$ cat config.mk
export PLATFORM = sky130hd
export DESIGN_NAME = gray_updown_counter
export DESIGN_NICKNAME = d
export VERILOG_FILES = /design/src/rtl/gray_pkg.sv /design/src/rtl/gray2bin_conv.sv /design/src/rtl/gray_updown_counter.sv
export SDC_FILE = /design/constraint.sdc
export NUM_CORES = 1
export LEC_CHECK = 0
export ABC_AREA = 1
export CELL_PAD_IN_SITES_DETAIL_PLACEMENT = 0
export CELL_PAD_IN_SITES_GLOBAL_PLACEMENT = 1
export CORE_MARGIN = 1.5
export CORE_UTILIZATION = 31
export CTS_CLUSTER_DIAMETER = 80
export DETAILED_ROUTE_END_ITERATION = 12
export GPL_TIMING_DRIVEN = 0
export PLACE_DENSITY = 0.76
export SYNTH_ARGS = -nofsm -noshare
export SYNTH_HDL_FRONTEND = slang
export SYNTH_SLANG_ARGS = --single-unit
$ cat constraint.sdc
create_clock -name clk -period 3.3 [get_ports clk]
set_input_delay 0.66 -clock clk [delete_from_list [all_inputs] [get_ports clk]]
set_output_delay 0.66 -clock clk [all_outputs]
set_load 0.02 [all_outputs]
$ cat src/rtl/gray_pkg.sv
// Shared Gray-code helpers for the up/down counter and its checker.
// Functions operate on a fixed maximum width; callers zero-extend narrower
// values and truncate the result, which is exact because zero upper bits
// contribute nothing to either transform.
package gray_pkg;

  localparam int GRAY_MAX_W = 32;

  // Counter limit behaviour selected by the SATURATE parameter.
  localparam int MODE_WRAP = 0;
  localparam int MODE_SAT  = 1;

  function automatic logic [GRAY_MAX_W-1:0] bin2gray(input logic [GRAY_MAX_W-1:0] b);
    return b ^ (b >> 1);
  endfunction

  // Prefix XOR from the MSB down: each binary bit is the parity of all
  // Gray bits at or above it.
  function automatic logic [GRAY_MAX_W-1:0] gray2bin(input logic [GRAY_MAX_W-1:0] g);
    logic [GRAY_MAX_W-1:0] b;
    b[GRAY_MAX_W-1] = g[GRAY_MAX_W-1];
    for (int i = GRAY_MAX_W - 2; i >= 0; i--) begin
      b[i] = b[i+1] ^ g[i];
    end
    return b;
  endfunction

endpackage

$ cat src/rtl/gray2bin_conv.sv
// Combinational Gray-to-binary converter.
// Ports:
//   gray  in   WIDTH  Gray-coded value
//   bin   out  WIDTH  binary equivalent
module gray2bin_conv #(
  parameter int WIDTH = 3
) (
  input  logic [WIDTH-1:0] gray,
  output logic [WIDTH-1:0] bin
);

  // Each bit is the parity of the Gray bits from the MSB down to itself;
  // written as independent reductions so there is no ripple chain through
  // a single vector.
  for (genvar i = 0; i < WIDTH; i++) begin : g_bit
    assign bin[i] = ^gray[WIDTH-1:i];
  end

endmodule

$ cat src/rtl/gray_updown_counter.sv
// Synchronous up/down Gray-code counter with load, wrap/saturate mode and
// status flags. The binary count is the state; the Gray code is registered
// alongside it so both outputs change on the same edge and the Gray output
// is glitch-free for downstream pointer/CDC logic.
// Ports:
//   clk        in   1      rising-edge clock
//   reset      in   1      asynchronous active-high reset
//   up         in   1      count-up request (level, sampled on clk)
//   down       in   1      count-down request (level, sampled on clk)
//   load       in   1      synchronous load of load_code (highest priority)
//   load_code  in   WIDTH  Gray-coded load value
//   code       out  WIDTH  registered Gray code of the count
//   bin        out  WIDTH  registered binary count
//   wrap       out  1      one-cycle pulse after a wrapping step (wrap mode only)
//   at_max     out  1      count is 2**WIDTH-1
//   at_min     out  1      count is 0
module gray_updown_counter
  import gray_pkg::*;
#(
  parameter int          WIDTH     = 3,
  parameter int          SATURATE  = 0,
  parameter int unsigned RESET_VAL = 0
) (
  input  logic             clk,
  input  logic             reset,
  input  logic             up,
  input  logic             down,
  input  logic             load,
  input  logic [WIDTH-1:0] load_code,
  output logic [WIDTH-1:0] code,
  output logic [WIDTH-1:0] bin,
  output logic             wrap,
  output logic             at_max,
  output logic             at_min
);

  localparam logic [WIDTH-1:0] BIN_MAX  = '1;
  localparam logic [WIDTH-1:0] BIN_MIN  = '0;
  localparam logic [WIDTH-1:0] RST_BIN  = WIDTH'(RESET_VAL);
  localparam logic [WIDTH-1:0] RST_CODE = RST_BIN ^ (RST_BIN >> 1);
  localparam bit               SAT_MODE = (SATURATE == MODE_SAT);

  logic [WIDTH-1:0] load_bin;
  logic [WIDTH-1:0] bin_nxt;
  logic             wrap_nxt;

  gray2bin_conv #(
    .WIDTH(WIDTH)
  ) u_load_conv (
    .gray(load_code),
    .bin (load_bin)
  );

  // Next-count selection: load > single-direction step > hold.
  // load_code only reaches the state through the load branch, so an
  // undriven load_code cannot disturb the count while load is low.
  always_comb begin
    bin_nxt  = bin;
    wrap_nxt = 1'b0;
    if (load) begin
      bin_nxt = load_bin;
    end else if (up ^ down) begin
      if (up) begin
        if (bin == BIN_MAX) begin
          if (!SAT_MODE) begin
            bin_nxt  = BIN_MIN;
            wrap_nxt = 1'b1;
          end
        end else begin
          bin_nxt = bin + 1'b1;
        end
      end else begin
        if (bin == BIN_MIN) begin
          if (!SAT_MODE) begin
            bin_nxt  = BIN_MAX;
            wrap_nxt = 1'b1;
          end
        end else begin
          bin_nxt = bin - 1'b1;
        end
      end
    end
  end

  // ---- stage boundary: count, Gray code and wrap pulse registered together ----
  always_ff @(posedge clk or posedge reset) begin
    if (reset) begin
      bin  <= RST_BIN;
      code <= RST_CODE;
      wrap <= 1'b0;
    end else begin
      bin  <= bin_nxt;
      code <= WIDTH'(bin2gray(GRAY_MAX_W'(bin_nxt)));
      wrap <= wrap_nxt;
    end
  end

  // Flags decode registered state only.
  assign at_max = (bin == BIN_MAX);
  assign at_min = (bin == BIN_MIN);

endmodule

---- Word level (Yosys, flattened, before mapping) ----
Cells that the tools add are included.
storage, ports and cells
  flip-flop bits (word level) ............. 7
  input port bits ......................... 8
  output and inout port bits .............. 9
operators by class
  $add $sub $neg .......................... 2
  equal/unequal tests ..................... 1
  multiplexer cells ....................... 10
  bitwise gates (word level) .............. 2
  reductions and logical operators ........ 3
operators with widths
  operator                                                            number
  3-bit two-way mux                                                   5
  1-bit two-way mux                                                   5
  3-bit by 1-bit adder with 3-bit output, second input constant       1
  3-bit == test, second input constant                                1
  3-bit logical NOT                                                   1
  3-bit parity                                                        1
  3-bit by 1-bit subtractor with 3-bit output, second input constant  1
  3-bit by 2-bit bitwise XOR with 3-bit output                        1
  2-bit parity                                                        1
  1-bit bitwise XOR                                                   1

---- Logic depth before layout (Yosys ltp) ----
  depth in word-level cells ............... 6
  depth in mapped cells ................... 11
  depth with buffers taken out ............ 11

---- Cells and area by module ----
Synthesis repeated with hierarchy kept, for this count alone.
unflattened totals
  cell total of the unflattened synthesis .. 82
  area total of the unflattened synthesis .. 534.3 µm²
modules (own cells, without submodules)
  module               times used  cells an instance  area an instance (µm²)
  gray_updown_counter  1           70                 483.0
  gray2bin_conv        1           12                 51.3

---- Least setup slack after synthesis ----
No wires, ideal clock.
  kind .................................... register -> output
  start point ............................. register bin[0]
  end point ............................... output at_min
  arrival time ............................ 1121 ps
  required time ........................... 2640 ps
  path slack .............................. 1519 ps
  stages on the path, launching flop included .. 5
  cells stage by stage .................... dfrtp_1 -> inv_1 -> ha_1 -> inv_1 -> nor2_1
on the way
  longest elaborated chain between the ends .. 1
ends and longest elaborated chain
  what                    RTL line                    text
  start, declared         gray_updown_counter.sv:31   output logic [WIDTH-1:0] bin,
  start signal, assigned  gray_updown_counter.sv:92   bin <= bin_nxt;
  3-bit logical NOT       gray_updown_counter.sv:100  assign at_min = (bin == BIN_MIN);
  end, declared           gray_updown_counter.sv:34   output logic at_min
Every way passes these cells.

---- Worst setup path in the final report ----
Ends and elaborated chain as after synthesis.

==> impl_results.md <==
* Status: completed
* Setup_tns at 0 ps
* Port-buffer cells at 16
* Max-cap violations at 0
* Final net count at 111
* Antenna-violating nets left at 0
* Critical Path Sink Type: primary output
* Die area at 1917 sq um
* Vias/cell at 4.478
* Num Clock Sinks at 6
* Number of synthesized flops with an enable pin at 0
* Synth top area share at 0.2913
* Die height at 43.78 um
* Reg2reg start: bin[1]
* Initial antenna violation count at 0
* Clock Latency Late Sink at 240 ps
* HPWL after DPL at 858.3 um
* Core area at 1524 sq um
* Cell accounting for the most synthesized area: dfrtp_1
* GRT overflow at 0
* Routability congestion estimate at 0.7270
* All-Layer GR Usage at 0.1289
* Max Clk Rate at 0.4129 GHz
* Cells after Synth at 78
* Worst Setup SP: bin[0]
* CTS hold repair buffers at 0
* Drt first pass iters at 4
* Worst slew pin tran at 262.5 ps
* RSZ-0062 raised after global routing: false
* Routed WL at 994 um
* Power Density at 403.3 nW/um^2
* Worst Skew at 1.481 ps
* Share of layout cells above drive strength 1 at 0.1031
* Register area share after synthesis at 0.2913
* Fin crit period at 2422 ps
* Initial DRC count at 8
* Post-route DRC violation count at 0
* First-pass GRT wire length at 1794 um
* Main synth FF type: dfrtp_1
* Ports at 17
* Area grow syn2layout at 39.32%
* Crit-path max FO at 4
* Synth top area cells: dfrtp_1 (29%), nand2_1 (23%), inv_1 (10%), ha_1 (9.7%), nand3_1 (8.7%)
* Cells after DPL at 110
* Max_slew headroom at 0.8250
* Synth unique cells at 17
* Ant diodes at 0
* Routed len/inst at 8.796 um
* Fin. Hold Viols at 0
* Hold WC Path Type: in -> async
* Cts repair resizes at 0
* Synthesized area per cell at 6.609 sq um
* Startpoint Class: flip-flop
* Flops & latches, synth at 6
* Vias in the first global route at 425
* Setup repair bufs after CTS at 0
* Static Leak at 0.4073 nW
* Reg clk slew, reported paths at 40 ps
* Mapped Area at 515.5 sq um
* Asr flop ratio synth at 1.000
* Largest net degree at the start of global routing at 8
* Post-route clock period utilization at 0.7339
* Syn nets at 90
* Ys Warns at 0
* Max Slew Vio Count at 0
* CTS tree: yes
* Die width at 43.78 um
* Crit path required time at 2640 ps
* CP arrival at 1760 ps
* Vias at 506
* Fin cells at 113
* CTS Buf Count at 3
* Std-Cell Rows at 14
* Clock Path Buffers at 2
* H-tree depth at 1
* Setup CP Type: reg -> out
* # setup viols final at 0
* Root Buffer Master: clkbuf_4
* Initial Utilization at 0.3383
* Peak VDD IR at 0.2851 mV
[state kept, by name (all words and copies together) (netlist names)]
name	count
code	2
bin	3
wrap	1
[per-stage QoR]
step                      utilization  worst slack [ps]  hold WS [ps]  cell area [sq um]  power, mW
after floorplan                     -              1519         451.0              515.5     0.1736
after global placement         0.4565              1129         730.7              695.7     0.2248
after detailed placement       0.4565              1140         728.8              695.7     0.2257
after CTS                      0.4713             872.8         632.7              718.2     0.2946
after global routing           0.4713             743.4         639.5              718.2     0.3176
final                          0.4713             878.3         627.9              718.2     0.2896
[synth_stat cells (2+ instances only)]
master	count
inv_1	14
nor2_1	2
nand3_1	9
ha_1	4
dfrtp_1	6
nand2_1	32
[worst paths after layout]
check	slack [ps]	cells past startpoint	end
min in group clk	730	4	bin[0]
worst min register to register	730	4	bin[0]
worst max register to register	1810	9	code[1]
max in group asynchronous	2480	2	code[1]
worst max-delay path	880	5	at_min
worst min-delay path	630	2	bin[0]
[power by group]
| part | total [mW] | internal [mW] | switching [mW] | leakage (nW) |
|---|---|---|---|---|
| clock network | 0.0667 | 0.0411 | 0.0256 | 0.0138 |
| registers | 0.0926 | 0.0840 | 0.00854 | 0.0727 |
| logic | 0.130 | 0.0608 | 0.0696 | 0.321 |
[cell families after synthesis]
| kind of cell | share of synthesized area |
|---|---|
| buffers and inverters | 0.1238 |
| adders and majority gates | 0.09709 |
| xor gates and xnor gates | 0.01699 |
| and+or+nand+nor | 0.4005 |
| DFF | 0.2913 |
| AOI/OAI and AO/OA | 0.07038 |
[routing by layer]
metal | GRT usage | wire, um | up-vias
met5 | 0 | 0 | -
met4 | 0.03636 | 0 | 0
met3 | 0.06250 | 62 | 0
met2 | 0.1912 | 448 | 14
met1 | 0.1662 | 483 | 216
li1 | - | - | 276
[layout by cell type, fill, tap and decap left out, types with 2 or more instances in the layout]
cell	Yosys	final
clkbuf_4	0	3
clkdlybuf4s50_1	0	16
dfrtp_1	6	6
ha_1	4	4
inv_1	14	14
nand2_1	32	32
nand3_1	9	9
nor2_1	2	2
[worst max-delay path: stages (launching register included)]
cell and delay [ps]:
dfrtp_1 390, inv_1 130, ha_1 180, inv_1 40
nor2_1 150, clkdlybuf4s50_1 630
[area by class of cell]
cell class / count / area [sq um]
Timing Repair Buffer: 16 / 160.2
Multi-Input combinational cell: 56 / 301.5
Buffer: 1 / 7.507
Fill cell: 162 / 805.8
Inverter: 15 / 56.30
Clock buffer: 3 / 22.52
Sequential cell: 6 / 150.1
Tap cell: 16 / 20.02
No activity file was read; power rests on OpenSTA's default activity.
